File: config.mk
export PLATFORM = sky130hd
export DESIGN_NAME = coin_classifier
export DESIGN_NICKNAME = d
export VERILOG_FILES = /design/src/rtl/coin_classifier.sv
export SDC_FILE = /design/constraint.sdc
export NUM_CORES = 1
export LEC_CHECK = 0
export BUFFER_PORTS_ARGS = -buffer_cell sky130_fd_sc_hd__buf_2
export CAP_MARGIN = 5
export CORE_MARGIN = 2
export CORE_UTILIZATION = 46
export CTS_CLUSTER_DIAMETER = 30
export DETAILED_ROUTE_END_ITERATION = 7
export HOLD_SLACK_MARGIN = 0.02
export PLACE_DENSITY = 0.77
export RECOVER_POWER = 100
export SYNTH_ARGS = -nofsm -noshare
export SYNTH_HDL_FRONTEND = slang
export SYNTH_SLANG_ARGS = --single-unit
File: constraint.sdc
create_clock -name clk -period 2.2 [get_ports clk]
set_input_delay 0.22 -clock clk [delete_from_list [all_inputs] [get_ports clk]]
set_output_delay 0.22 -clock clk [all_outputs]
set_load 0.05 [all_outputs]
File: src/rtl/coin_classifier.sv
// coin_classifier: serial MSB-first diameter capture, classified against programmable [lo,hi] windows.
// Optional per-coin/reject counters are enabled by defining COIN_CLASSIFIER_COUNT_EN.
`default_nettype none

module coin_classifier #(
    parameter int DIAM_W    = 10,
    parameter int NUM_COINS = 4,
    parameter int CNT_W     = 8,
    parameter logic [NUM_COINS*DIAM_W-1:0] DEF_LO = {10'd745, 10'd830, 10'd700, 10'd950},
    parameter logic [NUM_COINS*DIAM_W-1:0] DEF_HI = {10'd755, 10'd840, 10'd710, 10'd960},
    localparam int IDX_W = (NUM_COINS > 1) ? $clog2(NUM_COINS) : 1
) (
    input  logic              clk,
    input  logic              reset,
    input  logic              serial_in,
    input  logic              write,
    input  logic              cfg_we,
    input  logic [IDX_W-1:0]  cfg_idx,
    input  logic [DIAM_W-1:0] cfg_lo,
    input  logic [DIAM_W-1:0] cfg_hi,
`ifdef COIN_CLASSIFIER_COUNT_EN
    input  logic [IDX_W-1:0]  cnt_sel,
    input  logic              cnt_clr,
    output logic [CNT_W-1:0]  cnt_out,
`endif
    output logic              coin_valid,
    output logic [IDX_W-1:0]  coin_id,
    output logic              reject,
    output logic [DIAM_W-1:0] diam_out,
    output logic              busy
);

    localparam int              BC_W    = $clog2(DIAM_W + 2);
    localparam logic [BC_W-1:0] BC_FULL = BC_W'(DIAM_W);
    localparam logic [BC_W-1:0] BC_SAT  = BC_W'(DIAM_W + 1);

    generate
        if (DIAM_W < 2 || NUM_COINS < 1 || CNT_W < 1) begin : g_bad_params
            $error("coin_classifier: invalid parameter set");
        end
    endgenerate

    typedef enum logic [1:0] {
        S_IDLE     = 2'd0,
        S_SHIFT    = 2'd1,
        S_CLASSIFY = 2'd2
    } state_t;

    state_t            state_q, state_d;
    logic [DIAM_W-1:0] shreg_q, shreg_d;
    logic [BC_W-1:0]   bitcnt_q, bitcnt_d;
    logic              coin_valid_q, coin_valid_d;
    logic              reject_q, reject_d;
    logic [IDX_W-1:0]  coin_id_q, coin_id_d;
    logic [DIAM_W-1:0] diam_q, diam_d;

    logic [DIAM_W-1:0] lo_q [NUM_COINS];
    logic [DIAM_W-1:0] hi_q [NUM_COINS];

    logic              hit;
    logic [IDX_W-1:0]  hit_idx;

    // Descending scan so the lowest matching index is the one left standing.
    always_comb begin
        hit     = 1'b0;
        hit_idx = '0;
        for (int i = NUM_COINS - 1; i >= 0; i--) begin
            if (lo_q[i] <= shreg_q && shreg_q <= hi_q[i]) begin
                hit     = 1'b1;
                hit_idx = IDX_W'(i);
            end
        end
    end

    always_comb begin
        state_d      = state_q;
        shreg_d      = shreg_q;
        bitcnt_d     = bitcnt_q;
        coin_valid_d = 1'b0;
        reject_d     = 1'b0;
        coin_id_d    = coin_id_q;
        diam_d       = diam_q;
        case (state_q)
            S_IDLE: begin
                if (write) begin
                    shreg_d  = {{(DIAM_W-1){1'b0}}, serial_in};
                    bitcnt_d = BC_W'(1);
                    state_d  = S_SHIFT;
                end
            end
            S_SHIFT: begin
                if (write) begin
                    shreg_d = {shreg_q[DIAM_W-2:0], serial_in};
                    if (bitcnt_q != BC_SAT) begin
                        bitcnt_d = bitcnt_q + BC_W'(1);
                    end
                end else begin
                    state_d = S_CLASSIFY;
                end
            end
            S_CLASSIFY: begin
                // Any write bit sampled here is intentionally dropped.
                diam_d  = shreg_q;
                state_d = S_IDLE;
                if (bitcnt_q != BC_FULL) begin
                    reject_d = 1'b1;
                end else if (hit) begin
                    coin_valid_d = 1'b1;
                    coin_id_d    = hit_idx;
                end else begin
                    reject_d = 1'b1;
                end
            end
            default: state_d = S_IDLE;
        endcase
    end

    always_ff @(posedge clk) begin
        if (reset) begin
            state_q      <= S_IDLE;
            shreg_q      <= '0;
            bitcnt_q     <= '0;
            coin_valid_q <= 1'b0;
            reject_q     <= 1'b0;
            coin_id_q    <= '0;
            diam_q       <= '0;
        end else begin
            state_q      <= state_d;
            shreg_q      <= shreg_d;
            bitcnt_q     <= bitcnt_d;
            coin_valid_q <= coin_valid_d;
            reject_q     <= reject_d;
            coin_id_q    <= coin_id_d;
            diam_q       <= diam_d;
        end
    end

    always_ff @(posedge clk) begin
        for (int i = 0; i < NUM_COINS; i++) begin
            if (reset) begin
                lo_q[i] <= DEF_LO[i*DIAM_W +: DIAM_W];
                hi_q[i] <= DEF_HI[i*DIAM_W +: DIAM_W];
            end else if (cfg_we && cfg_idx == IDX_W'(i)) begin
                lo_q[i] <= cfg_lo;
                hi_q[i] <= cfg_hi;
            end
        end
    end

`ifdef COIN_CLASSIFIER_COUNT_EN
    // Entry NUM_COINS holds the reject count.
    logic [CNT_W-1:0] cnt_q [NUM_COINS+1];

    always_ff @(posedge clk) begin
        for (int i = 0; i <= NUM_COINS; i++) begin
            if (reset || cnt_clr) begin
                cnt_q[i] <= '0;
            end else if (i < NUM_COINS) begin
                if (coin_valid_d && coin_id_d == IDX_W'(i) && cnt_q[i] != '1) begin
                    cnt_q[i] <= cnt_q[i] + CNT_W'(1);
                end
            end else if (reject_d && cnt_q[i] != '1) begin
                cnt_q[i] <= cnt_q[i] + CNT_W'(1);
            end
        end
    end

    always_comb begin
        cnt_out = '0;
        for (int i = 0; i <= NUM_COINS; i++) begin
            if (int'(cnt_sel) == i) begin
                cnt_out = cnt_q[i];
            end
        end
    end
`endif

    assign coin_valid = coin_valid_q;
    assign reject     = reject_q;
    assign coin_id    = coin_id_q;
    assign diam_out   = diam_q;
    assign busy       = (state_q != S_IDLE);

endmodule

`default_nettype wire

# --- Yosys cells after proc, flatten, opt, wreduce, memory -nomap -nowiden ---
# Memories as Yosys holds them, arrays and structs flattened.
# Index checks and enable logic that the tools add are counted.
totals:
  wordCells: 100
  memories: 2
  ram_bits: 80
  output_inout_bits: 15
  inputBits: 27
  register_bits: 30
classes:
  n_addsub: 1
  n_eq_ne: 11
  n_bitwise: 10
  order_cmp: 8
  reduce_logical: 18
  n_mux: 43
memory_table:
  columns: ["name", "words", "width", "read_ports", "rd_clocked_by_memory_dff", "wr", "line", "text"]
  rows:
  - ["hi_q", 4, 10, 4, 0, 4, "58", "logic [DIAM_W-1:0] hi_q [NUM_COINS];"]
  - ["lo_q", 4, 10, 4, 0, 4, "57", "logic [DIAM_W-1:0] lo_q [NUM_COINS];"]
ops:
  columns: ["cell", "count"]
  rows:
  - ["$mux W10", 10]
  - ["$le A10 B10 Y1", 8]
  - ["$mux W1", 21]
  - ["$pmux W10 S2", 1]
  - ["$mux W2", 6]
  - ["$mux W4", 3]
  - ["$logic_and A1 B1 Y1", 8]
  - ["$ne A2 B2 Y1 const B", 4]
  - ["$ne A4 B4 Y1 const B", 2]
  - ["$or A1 B1 Y1", 8]
  - ["$pmux W4 S2", 1]
  - ["$eq A2 B2 Y1 const B", 3]
  - ["$reduce_and A3 Y1", 2]
  - ["$add A4 B1 Y4 const B", 1]
  - ["$eq A2 B1 Y1 const B", 2]
  - ["$logic_not A2 Y1", 2]
  - ["$pmux W2 S2", 1]
  - ["$reduce_and A4 Y1", 1]
  - ["$reduce_bool A2 Y1", 2]
  - ["$reduce_or A3 Y1", 1]
  - ["$not A1 Y1", 2]
  - ["$reduce_and A2 Y1", 1]
  - ["$reduce_or A2 Y1", 1]

# --- Depth between registers and ports, before layout ---
# Gate-level depths: netlist (run 1).
logic_depth:
  word_depth: 8
  ltp_mapped: 8
  mapped_depth_nobuf: 8

# --- Least setup slack after synthesis (run 1) ---
# OpenSTA, ideal clock, no wires.
synth_timing:
  path_type: "register to register"
  startpoint: "register shreg_q[3]"
  endpoint: "register coin_id_q[1], in the netlist coin_id[1]"
  n_path_buf: 0
  stages_incl_launch_ff: 9
  arrival_time_ns: 2.222
  setup_ns: 0.103
  t_required_ns: 2.097
  period_less_slack_ns: 2.326
  slack_ns: -0.126
  path_cell_list: "dfxtp_1 > inv_1 > ha_1 > a21o_1 > a21o_1 > a2111oi_4 > o22ai_2 > o2111a_4 > a2111oi_2"
synth_between:
  elab_chain_len: 7
  elab_cells_between_ends: 21
synth_rtl:
  columns: ["element", "line", "text"]
  rows:
  - ["start: declaration", "50", "logic [DIAM_W-1:0] shreg_q, shreg_d;"]
  - ["start signal: assignment", "129", "shreg_q <= shreg_d;"]
  - ["$le A10 B10 Y1", "68", "if (lo_q[i] <= shreg_q && shreg_q <= hi_q[i]) begin"]
  - ["$logic_and A1 B1 Y1", "68", null]
  - ["$mux W1 (4 in a row)", "68", null]
  - ["$reduce_and A3 Y1 (no source line)", null, null]
  - ["end signal: assignment", "133", "coin_id_q <= coin_id_d;"]
  - ["end: declaration", "54", "logic [IDX_W-1:0] coin_id_q, coin_id_d;"]
# Parallel ways exist; a longest one is shown, timed or not.
# A chain may end at the register's enable or synchronous reset.

# --- Worst setup path in the final report (run 1) ---
layout_timing:
  startpoint: "register shreg_q[3]"
  endpoint: "register coin_valid_q, in the netlist coin_valid"
layout_between:
  elab_chain_len: 7
  elab_cells_between_ends: 17
layout_rtl:
  columns: ["element", "line", "text"]
  rows:
  - ["$le A10 B10 Y1", "68", null]
  - ["$logic_and A1 B1 Y1", "68", null]
  - ["$mux W1 (3 in a row)", "68", null]
  - ["$mux W1 *", "68", null]
  - ["$mux W1 *", "107", "end else if (hit) begin"]
  - ["end signal: assignment", "131", "coin_valid_q <= coin_valid_d;"]
  - ["end: declaration", "52", "logic coin_valid_q, coin_valid_d;"]
# Mark *: on every way between the ends. The rest lies on a longest branch, timed or not.

==> impl_metrics.tcl, run 1 <==
set metrics [dict create \
    status "finished, violations left" \
    failed_checks "setup timing" \
    crit-reg2reg-capture "coin_valid$_SDFF_PP0_" \
    max_stage_delay_ns 0.39 \
    worst_setup_path_end_kind "register" \
    postLayoutSetupSlackWorst_ns -0.1024 \
    synth_edf_count 80 \
    critical_path_arrival_ns 2.57 \
    drt_iter0_drc 424 \
    worstRegToRegCells 11 \
    final_net_count 775 \
    antenna-diode-count 0 \
    postSynthAreaPerCell_um2 10.67 \
    final_period_minus_worst_setup_slack_ns 2.302 \
    critical_path_class "register to register" \
    netlist_top_cells_area "sky130_fd_sc_hd__edfxtp_1, sky130_fd_sc_hd__ha_1, sky130_fd_sc_hd__dfxtp_1, sky130_fd_sc_hd__inv_1, sky130_fd_sc_hd__a21oi_1" \
    ys_types 46 \
    area_leader_netlist "sky130_fd_sc_hd__edfxtp_1" \
    synthesis.nets 686 \
    initial_utilization 0.4687 \
    post_route_cells_drive_above_1_share 0.2504 \
    critical_path.reg2reg.startpoint "shreg_q[3]$_SDFFE_PP0P_" \
    placementRows 42 \
    max_slew.worst_pin.slew_ns 0.7470 \
    core_area_um2 13140 \
    grt_pass1_vias 4650 \
    port-buffer-count 41 \
    post_synth_inst_count 577 \
    die_area_um2 14330 \
    fin_total_pwr_uw 4574 \
    slowest_stage "sky130_fd_sc_hd__dfxtp_4" \
    critical_path_depth 11 \
    fin_crit_sh 1.047 \
    crit_path_max_fanout 5 \
    critical_path.top_delay_family "compound AO/OA/AOI/OAI gates" \
    grt_pass1_wl_um 23490 \
    num_io_pins 42 \
    ys_ff_latch 110 \
    clkLatencyLatePin_ns 0.36 \
    drv_slew 0 \
    cts_num_sinks 110 \
    crit_required_ns 2.47 \
    detail_route.drc_violations 0 \
    cp-endpoint "coin_valid$_SDFF_PP0_" \
    grt_setup_unrepaired "true" \
    cts_buffer_depth 2 \
    cts_made_buffers 9 \
    yosys_warnings 0 \
    final_wl_um 15270 \
    peakVddDrop_uv 413.0 \
    timing.max_cap.violations 0 \
    tritoncts "done" \
    critical-path-top-cell-by-count "sky130_fd_sc_hd__buf_6" \
    power_leakage_uw 0.003075 \
    antenna_found_initial 0 \
    grt-ovfl-total 0 \
    grt.total_usage 0.2148 \
    num-fill-cells 1082 \
    regArea_um2 3024 \
    final-setup-viol-count 4 \
    cts_root_buffer_type "sky130_fd_sc_hd__clkbuf_16" \
    r2r_slack_ns -0.10 \
    cts_max_level 3 \
    synthArstFlopShare 0 \
    die-height_um 119.7 \
    start_kind "register" \
    detailedRoute.firstPassIterationCount 5 \
    cts.clk_slew.worst_paths_ns 0.07 \
    area_growth_syn_to_layout_pct 23.57 \
    worst_clock_skew_ns 0.008381 \
    cts_hold_buf 0 \
    via_count 4640 \
    avgViaCountPerCell 5.478 \
    netlist.area_leader.share 0.3902 \
    multiInputGateArea_um2 3238 \
    timing.slew.headroom 0.5001 \
    seq_area_frac_synth 0.4877 \
    finalCoreUtilization 0.5791 \
    synthesis.area_um2 6157 \
    preCtsSetupSlack_ns -0.2179 \
    grt_max_degree 28 \
    dpl.hpwl_um 10890 \
    cp-startpoint "shreg_q[3]$_SDFFE_PP0P_" \
    fp.dieW_um 119.7 \
    timing.critical_path.buf_inv 4 \
    hold_slack_ns 0.04873 \
    postRouteAntennaNets 0 \
    crit_path_cells "buf_6, inv_8, buf_4, ha_4, a21o_1, a21oi_2, nor2b_1, o21a_1, o2111a_4, buf_6, nor4_2" \
    worstHoldPathType "input pin to register" \
    synth-main-ff-cell "sky130_fd_sc_hd__edfxtp_1" \
    gpl.final_weighted_congestion 0.9758 \
    drt-wirelength-per-cell_um 18.02 \
    timing.final.hold_violations 0 \
    max_freq_mhz 434.3 \
    power_per_cell_area_nw_per_um2 601.1 \
]
cells by family after synthesis:
group / count (synthesis) / share of synthesized area
adder cells (fa/ha/maj): 82 / 0.1666
flip-flops: 110 / 0.4877
XOR/XNOR: 2 / 0.002845
AO/OA/AOI/OAI: 108 / 0.1221
AND/OR/NAND/NOR: 195 / 0.1697
multiplexers: 1 / 0.001626
buffers and inverters: 79 / 0.04938
per-stage QoR:
step | TNS, ns | instance area, um^2 | std cells
after global placement | -0.6699 | 6883 | 824
after CTS | -0.04101 | 7380 | 843
after floorplan | 0 | 6158 | 577
after global routing | -0.5069 | 7609 | 847
after detailed placement | -0.7252 | 6883 | 824
final | -0.2154 | 7609 | 847
metal layers:
metal	track usage	up-vias	share of wire	wire length [um]
met3	0.03470	33	0.062	940
met4	0.09485	0	0.026	403
li1	-	2231	-	-
met2	0.3386	183	0.47	7244
met1	0.2930	2193	0.44	6678
met5	0	-	0	0
worst min path at each step:
| stage | from | to | depth (start not counted) |
|---|---|---|---|
| finish | write | state_q[1]$_SDFFE_PP0P_ | 2 |
| global placement | write | state_q[1]$_SDFFE_PP0P_ | 2 |
| detailed placement | write | state_q[1]$_SDFFE_PP0P_ | 2 |
| floorplan | write | state_q[1]$_SDFFE_PP0P_ | 1 |
| global route | write | state_q[1]$_SDFFE_PP0P_ | 2 |
| CTS | write | state_q[1]$_SDFFE_PP0P_ | 2 |
state kept, by name (all words and copies together), names as in the netlist:
signal,flops
reject,1
shreg_q,10
hi_q,40
state_q,2
bitcnt_q,4
coin_id,2
diam_out,10
lo_q,40
coin_valid,1
cell type report:
cell class	instances	area share
Clock buffer	15	0.03585
Clock inverter	1	0.0006578
Inverter	64	0.03305
Multi-Input combinational cell	388	0.4256
Sequential cell	110	0.3975
Tap cell	176	0.02894
Timing Repair Buffer	93	0.07844
timing repair:
item,in CTS,in global routing
setup buffers,3,4
resized for setup,42,30
pin swaps,18,21
endpoints found under the setup margin,4,4
synth_stat cells (2+ instances only):
cell and count:
sky130_fd_sc_hd__nand2b_1 33, sky130_fd_sc_hd__inv_1 64, sky130_fd_sc_hd__nand2_1 56, sky130_fd_sc_hd__xor2_1 2
sky130_fd_sc_hd__o21a_1 5, sky130_fd_sc_hd__and2_1 34, sky130_fd_sc_hd__o22ai_1 4, sky130_fd_sc_hd__or2_2 2
sky130_fd_sc_hd__nand4_1 15, sky130_fd_sc_hd__ha_1 82, sky130_fd_sc_hd__nor2_1 12, sky130_fd_sc_hd__o21ai_1 2
sky130_fd_sc_hd__clkbuf_1 13, sky130_fd_sc_hd__nor2b_1 5, sky130_fd_sc_hd__o21bai_1 5, sky130_fd_sc_hd__a2111oi_4 2
sky130_fd_sc_hd__nand3_1 5, sky130_fd_sc_hd__a2111oi_1 2, sky130_fd_sc_hd__and4_1 2, sky130_fd_sc_hd__a2111oi_0 2
sky130_fd_sc_hd__a21oi_1 47, sky130_fd_sc_hd__edfxtp_1 80, sky130_fd_sc_hd__or3_1 24, sky130_fd_sc_hd__o21ai_0 6
sky130_fd_sc_hd__a21o_1 12, sky130_fd_sc_hd__nor3_1 5, sky130_fd_sc_hd__dfxtp_1 30, sky130_fd_sc_hd__o211ai_1 5
sky130_fd_sc_hd__o31ai_1 4
worst register-to-register path: stages (launching register included):
cell and delay, ns:
sky130_fd_sc_hd__dfxtp_4 0.39, sky130_fd_sc_hd__buf_6 0.12, sky130_fd_sc_hd__inv_8 0.04, sky130_fd_sc_hd__buf_4 0.13, sky130_fd_sc_hd__ha_4 0.23, sky130_fd_sc_hd__a21o_1 0.17
sky130_fd_sc_hd__a21oi_2 0.15, sky130_fd_sc_hd__nor2b_1 0.07, sky130_fd_sc_hd__o21a_1 0.23, sky130_fd_sc_hd__o2111a_4 0.34, sky130_fd_sc_hd__buf_6 0.12, sky130_fd_sc_hd__nor4_2 0.24
power by group:
| group | internal (uW) | switching [uW] | leakage [uW] | total [uW] |
|---|---|---|---|---|
| Combinational | 254 | 355 | 0.00190 | 609 |
| Clock | 852 | 727 | 0.000136 | 1580 |
| Sequential | 2340 | 48.8 | 0.00104 | 2390 |
placed cells by master (no fill, tap or decap), types with 5 or more instances in the layout:
cell                        instances
sky130_fd_sc_hd__edfxtp_1          80
sky130_fd_sc_hd__ha_1              67
sky130_fd_sc_hd__inv_1             61
sky130_fd_sc_hd__nand2_1           56
sky130_fd_sc_hd__buf_4             45
sky130_fd_sc_hd__buf_2             39
sky130_fd_sc_hd__a21oi_1           36
sky130_fd_sc_hd__nand2b_1          33
sky130_fd_sc_hd__and2_1            32
sky130_fd_sc_hd__or3_1             24
sky130_fd_sc_hd__dfxtp_1           21
sky130_fd_sc_hd__nand4_1           15
sky130_fd_sc_hd__ha_4              15
sky130_fd_sc_hd__nor2_1            12
sky130_fd_sc_hd__a21o_1            12
sky130_fd_sc_hd__a21oi_2           12
sky130_fd_sc_hd__clkbuf_16         10
sky130_fd_sc_hd__clkbuf_1           9
sky130_fd_sc_hd__a2111oi_4          6
sky130_fd_sc_hd__nor2b_1            5
sky130_fd_sc_hd__o211ai_1           5
sky130_fd_sc_hd__nand3_1            5
sky130_fd_sc_hd__dfxtp_2            5
No activity file was read; power rests on OpenSTA's default activity.
==> inputs of run 2 (changes only) <==
--- a/config.mk
+++ b/config.mk
@@ -7,12 +7,15 @@
 export LEC_CHECK = 0
 export BUFFER_PORTS_ARGS = -buffer_cell sky130_fd_sc_hd__buf_2
 export CAP_MARGIN = 5
+export CELL_PAD_IN_SITES_DETAIL_PLACEMENT = 1
+export CELL_PAD_IN_SITES_GLOBAL_PLACEMENT = 1
 export CORE_MARGIN = 2
-export CORE_UTILIZATION = 46
+export CORE_UTILIZATION = 44
 export CTS_CLUSTER_DIAMETER = 30
 export DETAILED_ROUTE_END_ITERATION = 7
+export GPL_TIMING_DRIVEN = 0
 export HOLD_SLACK_MARGIN = 0.02
-export PLACE_DENSITY = 0.77
+export PLACE_DENSITY = 0.88
 export RECOVER_POWER = 100
 export SYNTH_ARGS = -nofsm -noshare
 export SYNTH_HDL_FRONTEND = slang
==> run 2 against run 1 <==
  * The flow still finishes with violations (setup timing)
  * Sequential power is essentially flat
  * Final area increased by 0.46%
  * Final cell count unchanged
  * Maximum frequency fell by 8.8%
  * Non-clock buffer count down 4
  * Critical path type unchanged
  * Largest cell class unchanged
==> impl_metrics.tcl, run 2 (synthesis gave the netlist of run 1 again) <==
set metrics [dict create \
    cts_root_buffer_type "sky130_fd_sc_hd__clkbuf_16" \
    timing.final.hold_violations 0 \
    globalRouteMet1Util 0.3073 \
    post_route_cells_drive_above_1_share 0.2249 \
    peakVddDrop_uv 395.5 \
    crit_required_ns 2.47 \
    power_leakage_uw 0.002956 \
    via_count 4962 \
    largest_registers "hi_q: 40 flops, lo_q: 40 flops" \
    fin_cells 847 \
    fin_crit_sh 1.147 \
    worstHoldPathType "input pin to register" \
    worst_hold_path.endpoint "state_q[1]$_SDFFE_PP0P_" \
    critical_path_class "register to register" \
    final_wl_um 20540 \
    postRouteAntennaNets 0 \
    min-delay-start "write" \
    clkLatencyLatePin_ns 0.37 \
    grt.total_usage 0.2685 \
    die_area_um2 14960 \
    worst_clock_skew_ns 0.01097 \
    placedInstanceArea_um2 6644 \
    num_io_pins 42 \
    grt_setup_unrepaired "true" \
    most_common_cell_after_layout_fill_and_taps_aside "sky130_fd_sc_hd__edfxtp_1" \
    r2r_slack_ns -0.32 \
    port-buffer-count 40 \
    dpl.hpwl_um 12600 \
    grt_util_met2 0.4917 \
    drv_slew 0 \
    timing.max_cap.violations 0 \
    antenna-diode-count 0 \
    drt_iter0_drc 338 \
    setup_tns_ns -1.103 \
    power_per_cell_area_nw_per_um2 620.3 \
    max_freq_mhz 396.3 \
    grt_max_degree 19 \
    grt_most_used_layer "met2" \
    max_slew.worst_pin.slew_ns 0.8999 \
    cts_num_sinks 110 \
    detailedRoute.firstPassIterationCount 5 \
    preCtsSetupSlack_ns -0.8018 \
    crit_path_max_fanout 4 \
    detail_route.drc_violations 0 \
    tritoncts "done" \
    crit-reg2reg-capture "coin_id[1]$_SDFFE_PP0P_" \
    core_area_um2 13770 \
    grtUsageMet3 0.03857 \
    final_cell_mix "sky130_fd_sc_hd__edfxtp_1, sky130_fd_sc_hd__ha_1, sky130_fd_sc_hd__inv_1, sky130_fd_sc_hd__nand2_1, sky130_fd_sc_hd__a21oi_1" \
    start_kind "register" \
    final-setup-viol-count 4 \
    num-fill-cells 1512 \
    initial_utilization 0.4470 \
    fin_total_pwr_uw 4741 \
    gpl.final_weighted_congestion 0.8671 \
    drt-wirelength-per-cell_um 24.25 \
    worst_hold_path.num_cells 2 \
    fp.dieW_um 122.3 \
    critical_path.reg2reg.startpoint "shreg_q[8]$_SDFFE_PP0P_" \
    area_growth_syn_to_layout_pct 24.14 \
    worstRegToRegCells 9 \
    status "finished, violations left" \
    final_design_area_no_fill_um2 7644 \
    avgViaCountPerCell 5.858 \
    grt-ovfl-total 0 \
    critical_path_arrival_ns 2.80 \
    cts_made_buffers 9 \
    failed_checks "setup timing" \
    worst_setup_path_end_kind "register" \
    final_period_minus_worst_setup_slack_ns 2.523 \
    postLayoutSetupSlackWorst_ns -0.3232 \
    cts.clk_slew.worst_paths_ns 0.08 \
    final_net_count 771 \
    timing.slew.headroom 0.3979 \
    die-height_um 122.3 \
    antenna_found_initial 0 \
    grt_pass1_wl_um 29220 \
    cts_buffer_depth 2 \
    placementRows 43 \
    grt_pass1_vias 5277 \
    dp_cells 801 \
    cts_hold_buf 0 \
    cts_max_level 3 \
]
-- run 2: changes by cell type in the layout (fill, tap and decap cells not counted), sizes merged --
cell,previous run,this run
buf,88,55
clkbuf,20,44
clkinv,1,3
clkinvlp,1,4
-- run 2: per-layer routing --
metal / share of wire / vias to the layer above
met5: 0 / -
met4: 0.045 / 0
met3: 0.049 / 59
met2: 0.52 / 178
met1: 0.39 / 2500
li1: - / 2225
-- run 2: worst max-delay path by stage --
stage | start | endpoint | slack [ns]
global route | shreg_q[8]$_SDFFE_PP0P_ | coin_id[1]$_SDFFE_PP0P_ | -0.33
finish | shreg_q[8]$_SDFFE_PP0P_ | coin_id[1]$_SDFFE_PP0P_ | -0.32
CTS | shreg_q[7]$_SDFFE_PP0P_ | coin_id[1]$_SDFFE_PP0P_ | -0.1
floorplan | shreg_q[3]$_SDFFE_PP0P_ | coin_id[1]$_SDFFE_PP0P_ | 0.001
detailed placement | shreg_q[7]$_SDFFE_PP0P_ | coin_id[1]$_SDFFE_PP0P_ | -0.80
global placement | shreg_q[7]$_SDFFE_PP0P_ | coin_id[1]$_SDFFE_PP0P_ | -0.68
-- run 2: area by class of cell --
| type | instances | area, um^2 | area share |
|---|---|---|---|
| Multi-Input combinational cell | 388 | 3337 | 0.4366 |
| Sequential cell | 110 | 3038 | 0.3974 |
| Timing Repair Buffer | 74 | 441.7 | 0.05778 |
| Inverter | 64 | 254.0 | 0.03323 |
| Clock buffer | 10 | 250.2 | 0.03274 |
| Tap cell | 180 | 225.2 | 0.02946 |
| Buffer | 15 | 56.30 | 0.007366 |
| Clock inverter | 6 | 41.29 | 0.005402 |
-- run 2: worst max-delay path: stages (launching register included) --
cell	delay, ns
sky130_fd_sc_hd__dfxtp_4	0.41
sky130_fd_sc_hd__clkinvlp_4	0.21
sky130_fd_sc_hd__ha_4	0.34
sky130_fd_sc_hd__nand4_1	0.22
sky130_fd_sc_hd__o211ai_1	0.29
sky130_fd_sc_hd__o31ai_4	0.14
sky130_fd_sc_hd__o22ai_2	0.29
sky130_fd_sc_hd__buf_6	0.16
sky130_fd_sc_hd__a21boi_4	0.05
sky130_fd_sc_hd__a2111oi_4	0.30
-- run 2: timing repair --
item / 4_1_cts / 5_1_grt
buffers inserted: 19 / 11
setup endpoints to repair: 4 / 4
gates resized for setup: 70 / 22
pin swaps: 28 / 21
-- run 2: through the flow --
stage / hold slack [ns] / util
finish: 0.06256 / 0.5550
global route: 0.05855 / 0.5550
CTS: 0.05599 / 0.5431
detailed placement: 0.4472 / 0.4824
global placement: 0.4205 / 0.4780
floorplan: 0.2968 / -
-- run 2: power by group --
group          total (uW)  switching, uW  internal [uW]
sequential           2390           62.0           2330
clock                1660            819            842
combinational         687            416            271
==> inputs of run 3 (changes only) <==
--- a/config.mk
+++ b/config.mk
@@ -17,6 +17,7 @@
 export HOLD_SLACK_MARGIN = 0.02
 export PLACE_DENSITY = 0.88
 export RECOVER_POWER = 100
+export SETUP_SLACK_MARGIN = 0.3
 export SYNTH_ARGS = -nofsm -noshare
 export SYNTH_HDL_FRONTEND = slang
 export SYNTH_SLANG_ARGS = --single-unit
==> run 3 against run 2 <==
  * The flow still finishes with violations (setup timing)
  * Sequential share of layout area grew 1.1 points
  * Non-clock buffer count shrank 18
  * Worst hold slack lost 0.015 ns
  * Final cell count shrank 2.1%
  * Flip-flop and latch count is the same
  * Combinational power shrank 12%
  * Routed wire length shrank 13%
  * Power is essentially flat
  * Critical path depth is the same
  * Clock power grew 5%
  * Clock-buffer cell count grew 1
==> impl_metrics.tcl, run 3 (synthesis gave the netlist of run 1 again) <==
set metrics [dict create \
    fin_cells 829 \
    cts_hold_buf 0 \
    worst_clock_skew_ns 0.01025 \
    area_growth_syn_to_layout_pct 20.75 \
    max_slew.worst_pin.slew_ns 1.212 \
    core_area_um2 13770 \
    crit_path_cells "buf_12, ha_1, nand4_1, a21oi_1, a2111oi_4, buf_4, o22a_1, o31ai_1, a221oi_2" \
    timing.max_cap.violations 0 \
    drt-wirelength-per-cell_um 21.57 \
    num_io_pins 42 \
    worst_hold_path.num_cells 2 \
    failed_checks "setup timing" \
    power_leakage_uw 0.002885 \
    start_kind "register" \
    drt_iter0_drc 258 \
    post_route_cells_drive_above_1_share 0.1864 \
    final_design_area_no_fill_um2 7435 \
    drv_slew 0 \
    port-buffer-count 40 \
    timing.slew.headroom 0.1915 \
    via_count 4620 \
    dp_cells 797 \
    cts_max_level 3 \
    grt_max_degree 21 \
    antenna_found_initial 0 \
    detailedRoute.firstPassIterationCount 4 \
    worstHoldPathType "input pin to register" \
    max_freq_mhz 417.1 \
    grt_pass1_wl_um 26790 \
    cts_buffer_depth 2 \
    critical_path_class "register to register" \
    placementRows 43 \
    clkLatencyLatePin_ns 0.37 \
    final_cell_mix "sky130_fd_sc_hd__edfxtp_1, sky130_fd_sc_hd__ha_1, sky130_fd_sc_hd__inv_1, sky130_fd_sc_hd__nand2_1, sky130_fd_sc_hd__a21oi_1" \
    cts_made_buffers 9 \
    crit_required_ns 2.48 \
    die_area_um2 14960 \
    grt_pass1_vias 5107 \
    power_per_cell_area_nw_per_um2 637.7 \
    grt.total_usage 0.2431 \
    cts.clk_slew.worst_paths_ns 0.08 \
    most_common_cell_after_layout_fill_and_taps_aside "sky130_fd_sc_hd__edfxtp_1" \
    timing.final.hold_violations 0 \
    status "finished, violations left" \
    final_period_minus_worst_setup_slack_ns 2.398 \
    grt-ovfl-total 0 \
    preCtsSetupSlack_ns -0.3671 \
    antenna-diode-count 0 \
    detail_route.drc_violations 0 \
    fp.dieW_um 122.3 \
    avgViaCountPerCell 5.573 \
    gpl.final_weighted_congestion 0.8230 \
    grt_setup_unrepaired "true" \
    dpl.hpwl_um 12530 \
    postRouteAntennaNets 0 \
    critical_path_arrival_ns 2.68 \
    placedInstanceArea_um2 6698 \
    fin_total_pwr_uw 4741 \
    postLayoutSetupSlackWorst_ns -0.1978 \
    final-setup-viol-count 4 \
    worst_setup_path_end_kind "register" \
    crit_path_max_fanout 7 \
    final_wl_um 17880 \
    tritoncts "done" \
    num-fill-cells 1503 \
    fin_crit_sh 1.090 \
    peakVddDrop_uv 439.0 \
    max_stage_delay_ns 0.47 \
    worstRegToRegCells 9 \
    final_net_count 753 \
    die-height_um 122.3 \
    cts_root_buffer_type "sky130_fd_sc_hd__clkbuf_16" \
    slowest_stage "sky130_fd_sc_hd__a2111oi_4" \
    finalCoreUtilization 0.5398 \
    initial_utilization 0.4470 \
    largest_registers "hi_q: 40 flops, lo_q: 40 flops" \
    cts_num_sinks 110 \
]
[run 3: changes by cell type in the layout (fill, tap and decap cells not counted), sizes merged]
cell | previous run | this run
clkbuf | 44 | 41
buf | 55 | 41
clkinvlp | 4 | 3
inv | 63 | 64
clkinv | 3 | 2
[run 3: critical path: cells and delay by family (launching register included)]
kind            cells  cell delay (ns)
flops               1             0.38
simple gates        1             0.17
compound gates      5             1.08
fa+ha+maj           1             0.34
buf+inv             2             0.33
[run 3: final timing paths]
| kind | startpoint | to | slack, ns |
|---|---|---|---|
| max | shreg_q[5]$_SDFFE_PP0P_ | coin_id[0]$_SDFFE_PP0P_ | -0.20 |
| min | write | state_q[1]$_SDFFE_PP0P_ | 0.05 |
| max reg2reg | shreg_q[5]$_SDFFE_PP0P_ | coin_id[0]$_SDFFE_PP0P_ | -0.20 |
| min reg2reg | diam_out[4]$_SDFFE_PP0N_ | diam_out[4]$_SDFFE_PP0N_ | 0.46 |
[run 3: timing repair]
action | CTS | global route
pin swaps | 19 | 12
setup endpoints to repair | 26 | 24
gates resized for setup | 44 | 10
buffers inserted | 15 | 1
[run 3: area by class of cell]
class                      instances  area [um^2]  area share
multi-input combinational        388         3211      0.4318
sequential                       110         3038      0.4086
timing repair buffer              56        320.3     0.04308
clock buffer                      11        275.3     0.03702
inverter                          64        256.5     0.03450
tap                              180        225.2     0.03029
buffer                            15        63.81    0.008583
clock inverter                     5        45.04    0.006059
[run 3: layer usage]
metal,track usage,routed length (um),vias to the layer above
met4,0.1056,486,0
met5,0,0,-
met1,0.2804,7451,2301
li1,-,-,2192
met2,0.4444,9349,99
met3,0.03671,592,28
[run 3: stage by stage]
step	setup TNS [ns]	hold slack (ns)
global route	-0.7209	0.04123
finish	-0.4853	0.04785
CTS	-0.1489	0.04255
global placement	-0.5519	0.4194
detailed placement	-5.295	0.4328
floorplan	0	0.2968
[run 3: power breakdown]
| part | total (uW) | switching (uW) | internal [uW] |
|---|---|---|---|
| logic | 602 | 370 | 233 |
| clock network | 1750 | 826 | 924 |
| registers | 2390 | 55.8 | 2330 |
| total | 4740 | 1250 | 3490 |
